$ cat src/rtl/alu_pkg.sv
// Shared ALU operation codes and the ID/EX pipeline register bundle.
package alu_pkg;

    localparam int DATA_WIDTH    = 32;
    localparam int OPCODE_LENGTH = 4;
    localparam int REG_ADDR_W    = 5;

    typedef enum logic [OPCODE_LENGTH-1:0] {
        ALU_AND = 4'b0000,
        ALU_OR  = 4'b0001,
        ALU_ADD = 4'b0010,
        ALU_SUB = 4'b0011,
        ALU_XOR = 4'b0100,
        ALU_BEQ = 4'b1000
    } alu_op_e;

    typedef struct packed {
        logic                     valid;
        logic [REG_ADDR_W-1:0]    rs1;
        logic [REG_ADDR_W-1:0]    rs2;
        logic [REG_ADDR_W-1:0]    rd;
        logic [DATA_WIDTH-1:0]    rd1;
        logic [DATA_WIDTH-1:0]    rd2;
        logic [DATA_WIDTH-1:0]    imm;
        logic                     alusrc;
        logic [OPCODE_LENGTH-1:0] aluop;
        logic                     regwrite;
        logic                     memread;
    } ex_reg_t;

endpackage

$ cat src/rtl/forward_unit.sv
// Combinational operand forwarding: MEM beats WB beats register file; x0 never forwarded.
module forward_unit
    import alu_pkg::*;
#(
    parameter int DATA_WIDTH = alu_pkg::DATA_WIDTH
) (
    input  logic [REG_ADDR_W-1:0] rs_i,
    input  logic [DATA_WIDTH-1:0] rf_data_i,
    input  logic [REG_ADDR_W-1:0] mem_rd_i,
    input  logic                  mem_regwrite_i,
    input  logic [DATA_WIDTH-1:0] mem_result_i,
    input  logic [REG_ADDR_W-1:0] wb_rd_i,
    input  logic                  wb_regwrite_i,
    input  logic [DATA_WIDTH-1:0] wb_result_i,
    output logic [DATA_WIDTH-1:0] fwd_data_o
);

    logic mem_hit;
    logic wb_hit;

    assign mem_hit = mem_regwrite_i && (mem_rd_i != '0) && (mem_rd_i == rs_i);
    assign wb_hit  = wb_regwrite_i  && (wb_rd_i  != '0) && (wb_rd_i  == rs_i);

    always_comb begin
        fwd_data_o = rf_data_i;
        if (mem_hit) begin
            fwd_data_o = mem_result_i;
        end else if (wb_hit) begin
            fwd_data_o = wb_result_i;
        end
    end

endmodule

$ cat src/rtl/id_ex_stage.sv
// ID/EX pipeline register with load-use stall detection, flush bubbles and operand forwarding.
// DATA_WIDTH/OPCODE_LENGTH must match the alu_pkg values, which size the register bundle.
module id_ex_stage
    import alu_pkg::*;
#(
    parameter int DATA_WIDTH    = alu_pkg::DATA_WIDTH,
    parameter int OPCODE_LENGTH = alu_pkg::OPCODE_LENGTH
) (
    input  logic                     clk,
    input  logic                     rst_n,
    input  logic                     id_valid,
    input  logic [4:0]               id_rs1,
    input  logic [4:0]               id_rs2,
    input  logic [4:0]               id_rd,
    input  logic [DATA_WIDTH-1:0]    id_rd1,
    input  logic [DATA_WIDTH-1:0]    id_rd2,
    input  logic [DATA_WIDTH-1:0]    id_imm,
    input  logic                     id_alusrc,
    input  logic [OPCODE_LENGTH-1:0] id_aluop,
    input  logic                     id_regwrite,
    input  logic                     id_memread,
    input  logic                     ex_flush,
    input  logic [4:0]               mem_rd,
    input  logic                     mem_regwrite,
    input  logic [DATA_WIDTH-1:0]    mem_result,
    input  logic [4:0]               wb_rd,
    input  logic                     wb_regwrite,
    input  logic [DATA_WIDTH-1:0]    wb_result,
    output logic [DATA_WIDTH-1:0]    SrcA,
    output logic [DATA_WIDTH-1:0]    SrcB,
    output logic [OPCODE_LENGTH-1:0] Operation,
    output logic                     ex_valid,
    output logic [4:0]               ex_rd,
    output logic                     ex_regwrite,
    output logic                     ex_memread,
    output logic                     stall
);

    ex_reg_t               ex_q;
    ex_reg_t               ex_d;
    logic                  hazard;
    logic                  bubble;
    logic [DATA_WIDTH-1:0] fwd_b;

    // A load in EX whose destination feeds the decode-stage instruction.
    assign hazard = ex_q.valid && ex_q.memread && (ex_q.rd != '0) && id_valid &&
                    ((ex_q.rd == id_rs1) || (ex_q.rd == id_rs2));
    assign stall  = hazard && !ex_flush;
    assign bubble = ex_flush || hazard;

    always_comb begin
        ex_d.valid    = id_valid;
        ex_d.rs1      = id_rs1;
        ex_d.rs2      = id_rs2;
        ex_d.rd       = id_rd;
        ex_d.rd1      = id_rd1;
        ex_d.rd2      = id_rd2;
        ex_d.imm      = id_imm;
        ex_d.alusrc   = id_alusrc;
        ex_d.aluop    = id_aluop;
        ex_d.regwrite = id_regwrite;
        ex_d.memread  = id_memread;
        if (bubble) begin
            ex_d.valid    = 1'b0;
            ex_d.rd       = '0;
            ex_d.aluop    = ALU_AND;
            ex_d.regwrite = 1'b0;
            ex_d.memread  = 1'b0;
        end
    end

    always_ff @(posedge clk or negedge rst_n) begin
        if (!rst_n) begin
            ex_q <= '0;
        end else begin
            ex_q <= ex_d;
        end
    end

    forward_unit #(.DATA_WIDTH(DATA_WIDTH)) u_fwd_a (
        .rs_i           (ex_q.rs1),
        .rf_data_i      (ex_q.rd1),
        .mem_rd_i       (mem_rd),
        .mem_regwrite_i (mem_regwrite),
        .mem_result_i   (mem_result),
        .wb_rd_i        (wb_rd),
        .wb_regwrite_i  (wb_regwrite),
        .wb_result_i    (wb_result),
        .fwd_data_o     (SrcA)
    );

    forward_unit #(.DATA_WIDTH(DATA_WIDTH)) u_fwd_b (
        .rs_i           (ex_q.rs2),
        .rf_data_i      (ex_q.rd2),
        .mem_rd_i       (mem_rd),
        .mem_regwrite_i (mem_regwrite),
        .mem_result_i   (mem_result),
        .wb_rd_i        (wb_rd),
        .wb_regwrite_i  (wb_regwrite),
        .wb_result_i    (wb_result),
        .fwd_data_o     (fwd_b)
    );

    assign SrcB        = ex_q.alusrc ? ex_q.imm : fwd_b;
    assign Operation   = ex_q.aluop;
    assign ex_valid    = ex_q.valid;
    assign ex_rd       = ex_q.rd;
    assign ex_regwrite = ex_q.regwrite;
    assign ex_memread  = ex_q.memread;

endmodule

$ cat config.mk
export PLATFORM = sky130hd
export DESIGN_NAME = id_ex_stage
export DESIGN_NICKNAME = d
export VERILOG_FILES = /design/src/rtl/alu_pkg.sv /design/src/rtl/forward_unit.sv /design/src/rtl/id_ex_stage.sv
export SDC_FILE = /design/constraint.sdc
export NUM_CORES = 1
export LEC_CHECK = 0
export ABC_AREA = 0
export BUFFER_PORTS_ARGS = -buffer_cell sky130_fd_sc_hd__buf_2
export CAP_MARGIN = 20
export CORE_ASPECT_RATIO = 1.2
export CORE_MARGIN = 2
export CORE_UTILIZATION = 40
export DETAILED_ROUTE_END_ITERATION = 10
export MAX_ROUTING_LAYER = met4
export PLACE_DENSITY = 0.71
export SLEW_MARGIN = 5
export SYNTH_ARGS = -nofsm -noshare
export SYNTH_HDL_FRONTEND = slang
export SYNTH_HIERARCHICAL = 1
export SYNTH_SLANG_ARGS = --single-unit
$ cat constraint.sdc
create_clock -name clk -period 5.3 [get_ports clk]
set_clock_uncertainty 0.1 [all_clocks]
set_input_delay 0.795 -clock clk [delete_from_list [all_inputs] [get_ports clk]]
set_output_delay 0.795 -clock clk [all_outputs]
set_load 0.03 [all_outputs]
==> impl_table.tex, run 1 <==
\begin{tabular}{lr}
\hline
Metric & Value \\
\hline
\multicolumn{2}{l}{\textbf{STA}} \\
Final Hold Violating Endpoints & 0 \\
Slew at the pin with the worst max-slew slack & 0.994 ns \\
Worst path setup slack after routing & between 1 and 1.5 ns \\
Min Clock Period, post-route & around 4.1 ns \\
Number of setup violations in the final report & 0 \\
Tightest slew margin relative to the limit & $\sim$34\% \\
Worst hold margin & 0.108 ns \\
Final number of max-transition violations & 0 \\
Post-Route Setup TNS & 0 ns \\
Post-route fraction of the period consumed by the critical path & just under 80\% \\
Unrepaired setup endpoints after global routing & no \\
FMAX & 245 MHz \\
\multicolumn{2}{l}{\textbf{Min path}} \\
Path class of the lowest-slack min-delay path & primary input to asynchronous set/reset pin \\
\multicolumn{2}{l}{\textbf{GRT}} \\
Overall global routing resource usage & 29.3\% \\
Initial antenna violation count & 6 \\
Final global-route overflow total & 0 \\
Pin count of the biggest net entering global routing & a little under 80 \\
Via count of the first global-routing pass & 6197 \\
First-pass GRT wire length & 34400 um \\
\multicolumn{2}{l}{\textbf{Floorplanning}} \\
Y dimension of the die & 139 um \\
I/O Pins & between 200 and 300 \\
DIE AREA & approximately 16000 um\^{}2 \\
Core Footprint & 14900 um\^{}2 \\
Initial core utilization & 40.7\% \\
X dimension of the die & 116 um \\
Site row count & 49 \\
\multicolumn{2}{l}{\textbf{Clock tree}} \\
\# resized after CTS & 0 \\
Number of post-CTS setup repair buffers & 0 \\
CTS Buf Count & 17 \\
Hold-fix buffers, CTS & 0 \\
Clock root buffer & sky130\_fd\_sc\_hd\_\_clkbuf\_16 \\
\# H-tree levels & 4 \\
Clock Path Buffers & 2 \\
Clock transition time at the flip-flop clock pins of the worst setup and hold paths & 0.06 ns \\
TritonCTS clock tree & done \\
TritonCTS sink count & between 100 and 150 \\
Clock latency on the worst-skew pair & 0.42 ns \\
\multicolumn{2}{l}{\textbf{Synthesis}} \\
Sequential-to-total area share from yosys stat & 49.1\% \\
Share of Yosys cell area claimed by the top area cell type & between 40\% and 50\% \\
Cell count after synthesis & 581 \\
Average cell area after synthesis & roughly 10 um\^{}2 \\
Total nets after synthesis & 779 \\
Unique cell type count in the Yosys netlist & 29 \\
Leading cell types by total area after synthesis & sky130\_fd\_sc\_hd\_\_dfrtp\_1, sky130\_fd\_sc\_hd\_\_o31ai\_1, sky130\_fd\_sc\_hd\_\_nor4\_1 \\
Synthesis-stage register bit count & 119 \\
Total of warnings raised by yosys & 6 \\
Total standard cell area after synthesis & around 6100 um\^{}2 \\
Cell taking the most area after synthesis & sky130\_fd\_sc\_hd\_\_dfrtp\_1 \\
\multicolumn{2}{l}{\textbf{Worst setup path}} \\
Arrival time at the worst endpoint & 3.19 ns \\
Cells traversed along the worst timing path & buf\_2 -> or4\_4 -> a21oi\_4 -> buf\_4 -> or3\_1 -> buf\_4 -> a31oi\_1 -> mux2\_1 -> buf\_2 \\
Path length in cells of the critical path & 9 \\
Critical Path Sink Type & output pin \\
Critical-path maximum fanout & 33 \\
Number of cells on the worst reg-to-reg path & 3 \\
CP Buf/Inv Count & 4 \\
Longest individual stage delay on the worst path & 0.55 ns \\
Start-to-end type of the worst setup path & primary input to output pin \\
Kind of start point of the critical path & primary input \\
Standard cell with the maximum stage delay on the critical path & sky130\_fd\_sc\_hd\_\_or4\_4 \\
Critical Path RT & about 4.4 ns \\
Crit Reg-Reg Startpoint & ex\_rd[0]\$\_DFF\_PN0\_ \\
Cell class contributing the biggest share of worst-path delay & buffers and inverters \\
First element of the critical path & mem\_rd[0] \\
\multicolumn{2}{l}{\textbf{Final layout}} \\
Storage cell area & 2980 um\^{}2 \\
Final Cell Area & around 8100 um\^{}2 \\
Number of fillers in the final layout & 1340 \\
Area used by multi-input combinational logic & 2680 um\^{}2 \\
Non-filler cells in the finished layout & 1038 \\
Fraction of final layout cells with drive strength greater than 1 & roughly 44\% \\
Synthesis-to-layout area growth & 34.1\% \\
Final net count & between 1000 and 1500 \\
Final core utilization & 54.6\% \\
\multicolumn{2}{l}{\textbf{Placement}} \\
Port Buffer Count & 274 \\
Post-place instance area & 7440 um\^{}2 \\
DP Wirelength & 16600 um \\
Cell Count Post-Placement & 998 \\
Weighted congestion reported at the end of routability-driven placement & 0.960 \\
Worst slack at placement & around 1.2 ns \\
\multicolumn{2}{l}{\textbf{Drt}} \\
Detailed Route WL & 23500 um \\
DRT Pass-1 Iters & 6 \\
Post-route antenna net violation count & 0 \\
Number of violations reported at the end of detailed-routing iteration 0 & 759 \\
DRC viols & 0 \\
DR vias/cell & $\sim$6.0 \\
Via total after detailed routing & around 6300 \\
Per-cell routed wire length & 22.6 um \\
\multicolumn{2}{l}{\textbf{Pwr}} \\
Maximum ir drop on the vdd rail & 0.000198 V \\
Pwr per Cell Area & 334 nW/um\^{}2 \\
Total power & 2.72 mW \\
Pleak & 3.45 nW \\
\multicolumn{2}{l}{\textbf{Flow run}} \\
Max-capacitance violation count & 0 \\
\multicolumn{2}{l}{\textbf{Run status}} \\
Status & finished, final reports clean \\
\hline
\end{tabular}
flip-flops by register name, summed over array words and instances (netlist names):
register,count
Operation,4
ex_memread,1
ex_q,107
ex_rd,5
ex_regwrite,1
ex_valid,1
area by class of cell:
cell class / instances / share of cell area, %
antenna: 6 / 0.184
multi-input combinational: 380 / 32.9
timing repair buffer: 297 / 19.5
tap: 204 / 3.14
sequential: 119 / 36.6
clock inverter: 15 / 2.51
clock buffer: 17 / 5.23
cell families (layout without fill, tap and decap cells):
family | Yosys count | count (layout) | share of synthesized area [%]
AOI/OAI and AO/OA | 148 | 148 | 16.7
xor gates and xnor gates | 26 | 26 | 3.75
buffers and inverters | 82 | 329 | 6.95
DFF | 119 | 119 | 49.1
muxes | 32 | 32 | 5.94
other | 0 | 6 | 0
and+or+nand+nor | 174 | 174 | 17.5
cell usage in the layout, fill, tap and decap left out, types with 3 or more instances in the layout:
master	instances
sky130_fd_sc_hd__o31ai_1	64
sky130_fd_sc_hd__clkinv_4	4
sky130_fd_sc_hd__a31oi_1	64
sky130_fd_sc_hd__buf_4	22
sky130_fd_sc_hd__a21oi_1	13
sky130_fd_sc_hd__and2_1	4
sky130_fd_sc_hd__nor2_1	3
sky130_fd_sc_hd__buf_2	273
sky130_fd_sc_hd__xnor2_1	26
sky130_fd_sc_hd__bufinv_16	4
sky130_fd_sc_hd__nand4_1	64
sky130_fd_sc_hd__nand2b_1	12
sky130_fd_sc_hd__nand2_1	8
sky130_fd_sc_hd__dfrtp_1	119
sky130_fd_sc_hd__nor4_1	66
sky130_fd_sc_hd__mux2_2	30
sky130_fd_sc_hd__clkbuf_16	17
sky130_fd_sc_hd__clkinvlp_4	4
sky130_fd_sc_hd__nand3_1	7
sky130_fd_sc_hd__diode_2	6
per-layer routing:
metal | vias up | track usage [%] | part of all wire [%] | wire length (um)
li1 | 2764 | - | - | -
met1 | 2973 | 35.4 | 37 | 8760
met2 | 453 | 46.2 | 49 | 11500
met3 | 74 | 7.12 | 9.9 | 2310
met4 | 0 | 13.3 | 3.9 | 913
met5 | - | - | 0 | 0
final timing paths:
path / to / slack (ns)
min in group clk: ex_q[52]$_DFF_PN0_ / 0.37
worst min register to register: ex_rd[3]$_DFF_PN0_ / 0.74
worst max register to register: Operation[0]$_DFF_PN0_ / 3.61
worst min-delay path: ex_q[10]$_DFF_PN0_ / 0.11
max in group asynchronous: ex_q[37]$_DFF_PN0_ / 4.19
worst max-delay path: SrcB[2] / 1.21
report_power, final:
group	internal [mW]	switching, mW	total, mW	leakage, nW
clock	0.787	0.440	1.23	0.295
sequential	0.955	0.0214	0.976	1.40
combinational	0.169	0.347	0.516	1.75
synth_stat cells:
| library cell | count |
|---|---|
| sky130_fd_sc_hd__dfrtp_1 | 119 |
| sky130_fd_sc_hd__nor4_1 | 66 |
| sky130_fd_sc_hd__a31oi_1 | 64 |
| sky130_fd_sc_hd__nand4_1 | 64 |
| sky130_fd_sc_hd__o31ai_1 | 64 |
| sky130_fd_sc_hd__clkbuf_1 | 48 |
| sky130_fd_sc_hd__mux2_2 | 30 |
| sky130_fd_sc_hd__xnor2_1 | 26 |
| sky130_fd_sc_hd__buf_4 | 14 |
| sky130_fd_sc_hd__a21oi_1 | 13 |
| sky130_fd_sc_hd__nand2b_1 | 12 |
| sky130_fd_sc_hd__nand2_1 | 8 |
| sky130_fd_sc_hd__buf_2 | 7 |
| sky130_fd_sc_hd__buf_6 | 7 |
| sky130_fd_sc_hd__nand3_1 | 7 |
| sky130_fd_sc_hd__buf_1 | 6 |
| sky130_fd_sc_hd__and2_1 | 4 |
| sky130_fd_sc_hd__nor2_1 | 3 |
| sky130_fd_sc_hd__a21oi_4 | 2 |
| sky130_fd_sc_hd__and3_1 | 2 |
| sky130_fd_sc_hd__mux2_1 | 2 |
| sky130_fd_sc_hd__o21a_1 | 2 |
| sky130_fd_sc_hd__o21ai_1 | 2 |
| sky130_fd_sc_hd__or2_1 | 2 |
| sky130_fd_sc_hd__or3_1 | 2 |
| sky130_fd_sc_hd__or4_4 | 2 |
| sky130_fd_sc_hd__and3b_2 | 1 |
| sky130_fd_sc_hd__nor3_1 | 1 |
| sky130_fd_sc_hd__o22ai_2 | 1 |
worst reg2reg max path, cell delays in order, from the launching register on:
cell	delay (ns)
sky130_fd_sc_hd__dfrtp_1	0.43
sky130_fd_sc_hd__nor3_1	0.08
sky130_fd_sc_hd__a21oi_1	0.73
sky130_fd_sc_hd__a21oi_1	0.18
Note: power is estimated with default switching activity, not from simulation.
==> run 2, diff against run 1 <==
==> constraint.sdc (replaced) <==
create_clock -name clk -period 3.9 [get_ports clk]
set_clock_uncertainty 0.1 [all_clocks]
set_input_delay 0.585 -clock clk [delete_from_list [all_inputs] [get_ports clk]]
set_output_delay 0.585 -clock clk [all_outputs]
set_load 0.03 [all_outputs]
==> impl_table.tex, run 2 (synthesized netlist as in run 1, its figures left out) <==
\begin{tabular}{lr}
\hline
Metric & Value \\
\hline
\multicolumn{2}{l}{\textbf{Clock tree}} \\
Hold-fix buffers, CTS & 0 (unchanged) \\
Clock root buffer & sky130\_fd\_sc\_hd\_\_clkbuf\_16 \\
TritonCTS clock tree & done \\
TritonCTS sink count & 119 (unchanged) \\
CTS Buf Count & 17 (unchanged) \\
Number of post-CTS setup repair buffers & 0 (unchanged) \\
Clock Path Buffers & 2 (unchanged) \\
Clock latency on the worst-skew pair & 0.41 ns (about the same) \\
\# resized after CTS & 0 (unchanged) \\
Clock transition time at the flip-flop clock pins of the worst setup and hold paths & 0.06 ns (about the same) \\
\# H-tree levels & 4 (unchanged) \\
\multicolumn{2}{l}{\textbf{Final layout}} \\
Final net count & 1020 (+0.69\%) \\
Storage cell area & 2980 um\^{}2 (unchanged) \\
Commonest non-fill, non-tap cell in the layout & sky130\_fd\_sc\_hd\_\_buf\_2 \\
Final core utilization & 55.3\% (+0.66 points) \\
Register name with the most flops & ex\_q \\
Most used cells in the layout excluding fill and tap cells & sky130\_fd\_sc\_hd\_\_buf\_2, sky130\_fd\_sc\_hd\_\_dfrtp\_1, sky130\_fd\_sc\_hd\_\_nor4\_1 \\
Area used by multi-input combinational logic & 2680 um\^{}2 (unchanged) \\
Fraction of final layout cells with drive strength greater than 1 & 44.8\% (+0.47 points) \\
Number of fillers in the final layout & 1382 (+3.1\%) \\
Max reg flops & 107 (unchanged) \\
Synthesis-to-layout area growth & 35.8\% \\
Final Cell Area & 8240 um\^{}2 (+1.2\%) \\
\multicolumn{2}{l}{\textbf{Floorplanning}} \\
X dimension of the die & 116 um (unchanged) \\
Initial core utilization & 40.7\% (unchanged) \\
I/O Pins & 275 (unchanged) \\
Site row count & 49 (unchanged) \\
Core Footprint & 14900 um\^{}2 (unchanged) \\
DIE AREA & 16200 um\^{}2 (unchanged) \\
Y dimension of the die & 139 um (unchanged) \\
\multicolumn{2}{l}{\textbf{Drt}} \\
Post-route antenna net violation count & 0 (unchanged) \\
Detailed Route WL & 22900 um (-2.3\%) \\
DRC viols & 0 (unchanged) \\
Via total after detailed routing & 6254 (-0.16\%) \\
DR vias/cell & 6.00 (-0.54\%) \\
DRT Pass-1 Iters & 7 (+1) \\
Per-cell routed wire length & 22.0 um (-2.7\%) \\
Number of violations reported at the end of detailed-routing iteration 0 & 784 (+3.3\%) \\
\multicolumn{2}{l}{\textbf{STA}} \\
Min Clock Period, post-route & 3.35 ns \\
Final number of max-transition violations & 0 (unchanged) \\
Post-route fraction of the period consumed by the critical path & 85.8\% \\
Unrepaired setup endpoints after global routing & no \\
Final Hold Violating Endpoints & 0 (unchanged) \\
Slew at the pin with the worst max-slew slack & 0.728 ns (-0.266 ns) \\
Number of setup violations in the final report & 0 (unchanged) \\
Post-Route Setup TNS & 0 ns (unchanged) \\
Worst path setup slack after routing & 0.552 ns (-0.659 ns) \\
FMAX & 299 MHz \\
Tightest slew margin relative to the limit & 51.5\% (+18 points) \\
\multicolumn{2}{l}{\textbf{Pwr}} \\
Pwr per Cell Area & 470 nW/um\^{}2 (+41\%) \\
Maximum ir drop on the vdd rail & 0.000285 V (+44\%) \\
Pleak & 3.51 nW (+1.8\%) \\
\multicolumn{2}{l}{\textbf{Placement}} \\
DP Wirelength & 16400 um (-0.98\%) \\
Port Buffer Count & 274 (unchanged) \\
Post-place instance area & 7530 um\^{}2 (+1.2\%) \\
Weighted congestion reported at the end of routability-driven placement & 1.01 (+4.8\%) \\
Worst slack at placement & 0.664 ns (-0.565 ns) \\
\multicolumn{2}{l}{\textbf{Worst setup path}} \\
Critical Path RT & 3.21 ns (-1.20 ns) \\
Arrival time at the worst endpoint & 2.66 ns (-0.53 ns) \\
Critical-path maximum fanout & 32 (-3.0\%) \\
Start-to-end type of the worst setup path & flip-flop to output pin \\
First element of the critical path & ex\_q[110]\$\_DFF\_PN0\_ \\
Kind of start point of the critical path & flip-flop \\
Crit Reg-Reg Startpoint & ex\_rd[2]\$\_DFF\_PN0\_ \\
Critical Path Sink Type & output pin \\
Cells traversed along the worst timing path & nor4\_1 -> o21a\_1 -> buf\_4 -> o31ai\_1 -> a31oi\_1 -> mux2\_2 -> buf\_2 \\
Longest individual stage delay on the worst path & 0.45 ns (-0.10 ns) \\
Standard cell with the maximum stage delay on the critical path & sky130\_fd\_sc\_hd\_\_nor4\_1 \\
\multicolumn{2}{l}{\textbf{GRT}} \\
First-pass GRT wire length & 34300 um (-0.40\%) \\
Final global-route overflow total & 0 (unchanged) \\
Via count of the first global-routing pass & 6203 (+0.097\%) \\
Initial antenna violation count & 3 (-3) \\
Overall global routing resource usage & 29.1\% (-0.21 points) \\
Pin count of the biggest net entering global routing & 67 (-14\%) \\
\multicolumn{2}{l}{\textbf{Run status}} \\
Status & finished, final reports clean \\
\multicolumn{2}{l}{\textbf{Min path}} \\
Path class of the lowest-slack min-delay path & primary input to asynchronous set/reset pin \\
\multicolumn{2}{l}{\textbf{Flow run}} \\
Max-capacitance violation count & 0 (unchanged) \\
\hline
\end{tabular}
-- run 2: stage by stage --
stage	total power [mW]	hold WS [ns]	instances
after floorplan	1.74	0.189	581
after global placement	2.04	0.582	1007
after detailed placement	2.04	0.575	1007
after CTS	3.88	0.140	1039
after global routing	4.00	0.151	1042
final	3.88	0.113	1042
-- run 2: area by class of cell --
cell class              instances  share of cell area [%]
well taps                     204                    3.10
flip-flops and latches        119                    36.1
clock buffers                  21                    5.83
diodes                          3                  0.0911
multi-input cells             380                    32.5
repair buffers                304                    19.7
clock inverters                11                    2.63
-- run 2: where the power goes --
part / switching [mW] / internal [mW]
combinational: 0.470 / 0.236
sequential: 0.0277 / 1.30
clock: 0.575 / 1.27
total: 1.07 / 2.80
-- run 2: final timing paths --
kind | depth (start not counted) | to | slack (ns)
setup / recovery | 7 | SrcB[24] | 0.55
hold / removal | 1 | ex_q[81]$_DFF_PN0_ | 0.11
setup reg to reg | 4 | Operation[0]$_DFF_PN0_ | 2.21
hold reg to reg | 4 | ex_rd[2]$_DFF_PN0_ | 0.72
max in group asynchronous | 2 | ex_q[82]$_DFF_PN0_ | 2.78
min in group clk | 1 | ex_q[70]$_DFF_PN0_ | 0.17
-- run 2: routing by layer --
layer  track usage, %  part of all wire, %
met5                -                    0
met4             12.5                  4.3
met3             8.44                   10
met2             46.2                   49
met1             34.3                   36
-- run 2: critical path: cells and delay by family (launching register included) --
kind	cells	cell delay [ns]
compound gates	3	0.61
buf+inv	2	0.56
simple gates	1	0.45
flops	1	0.42
mux	1	0.20
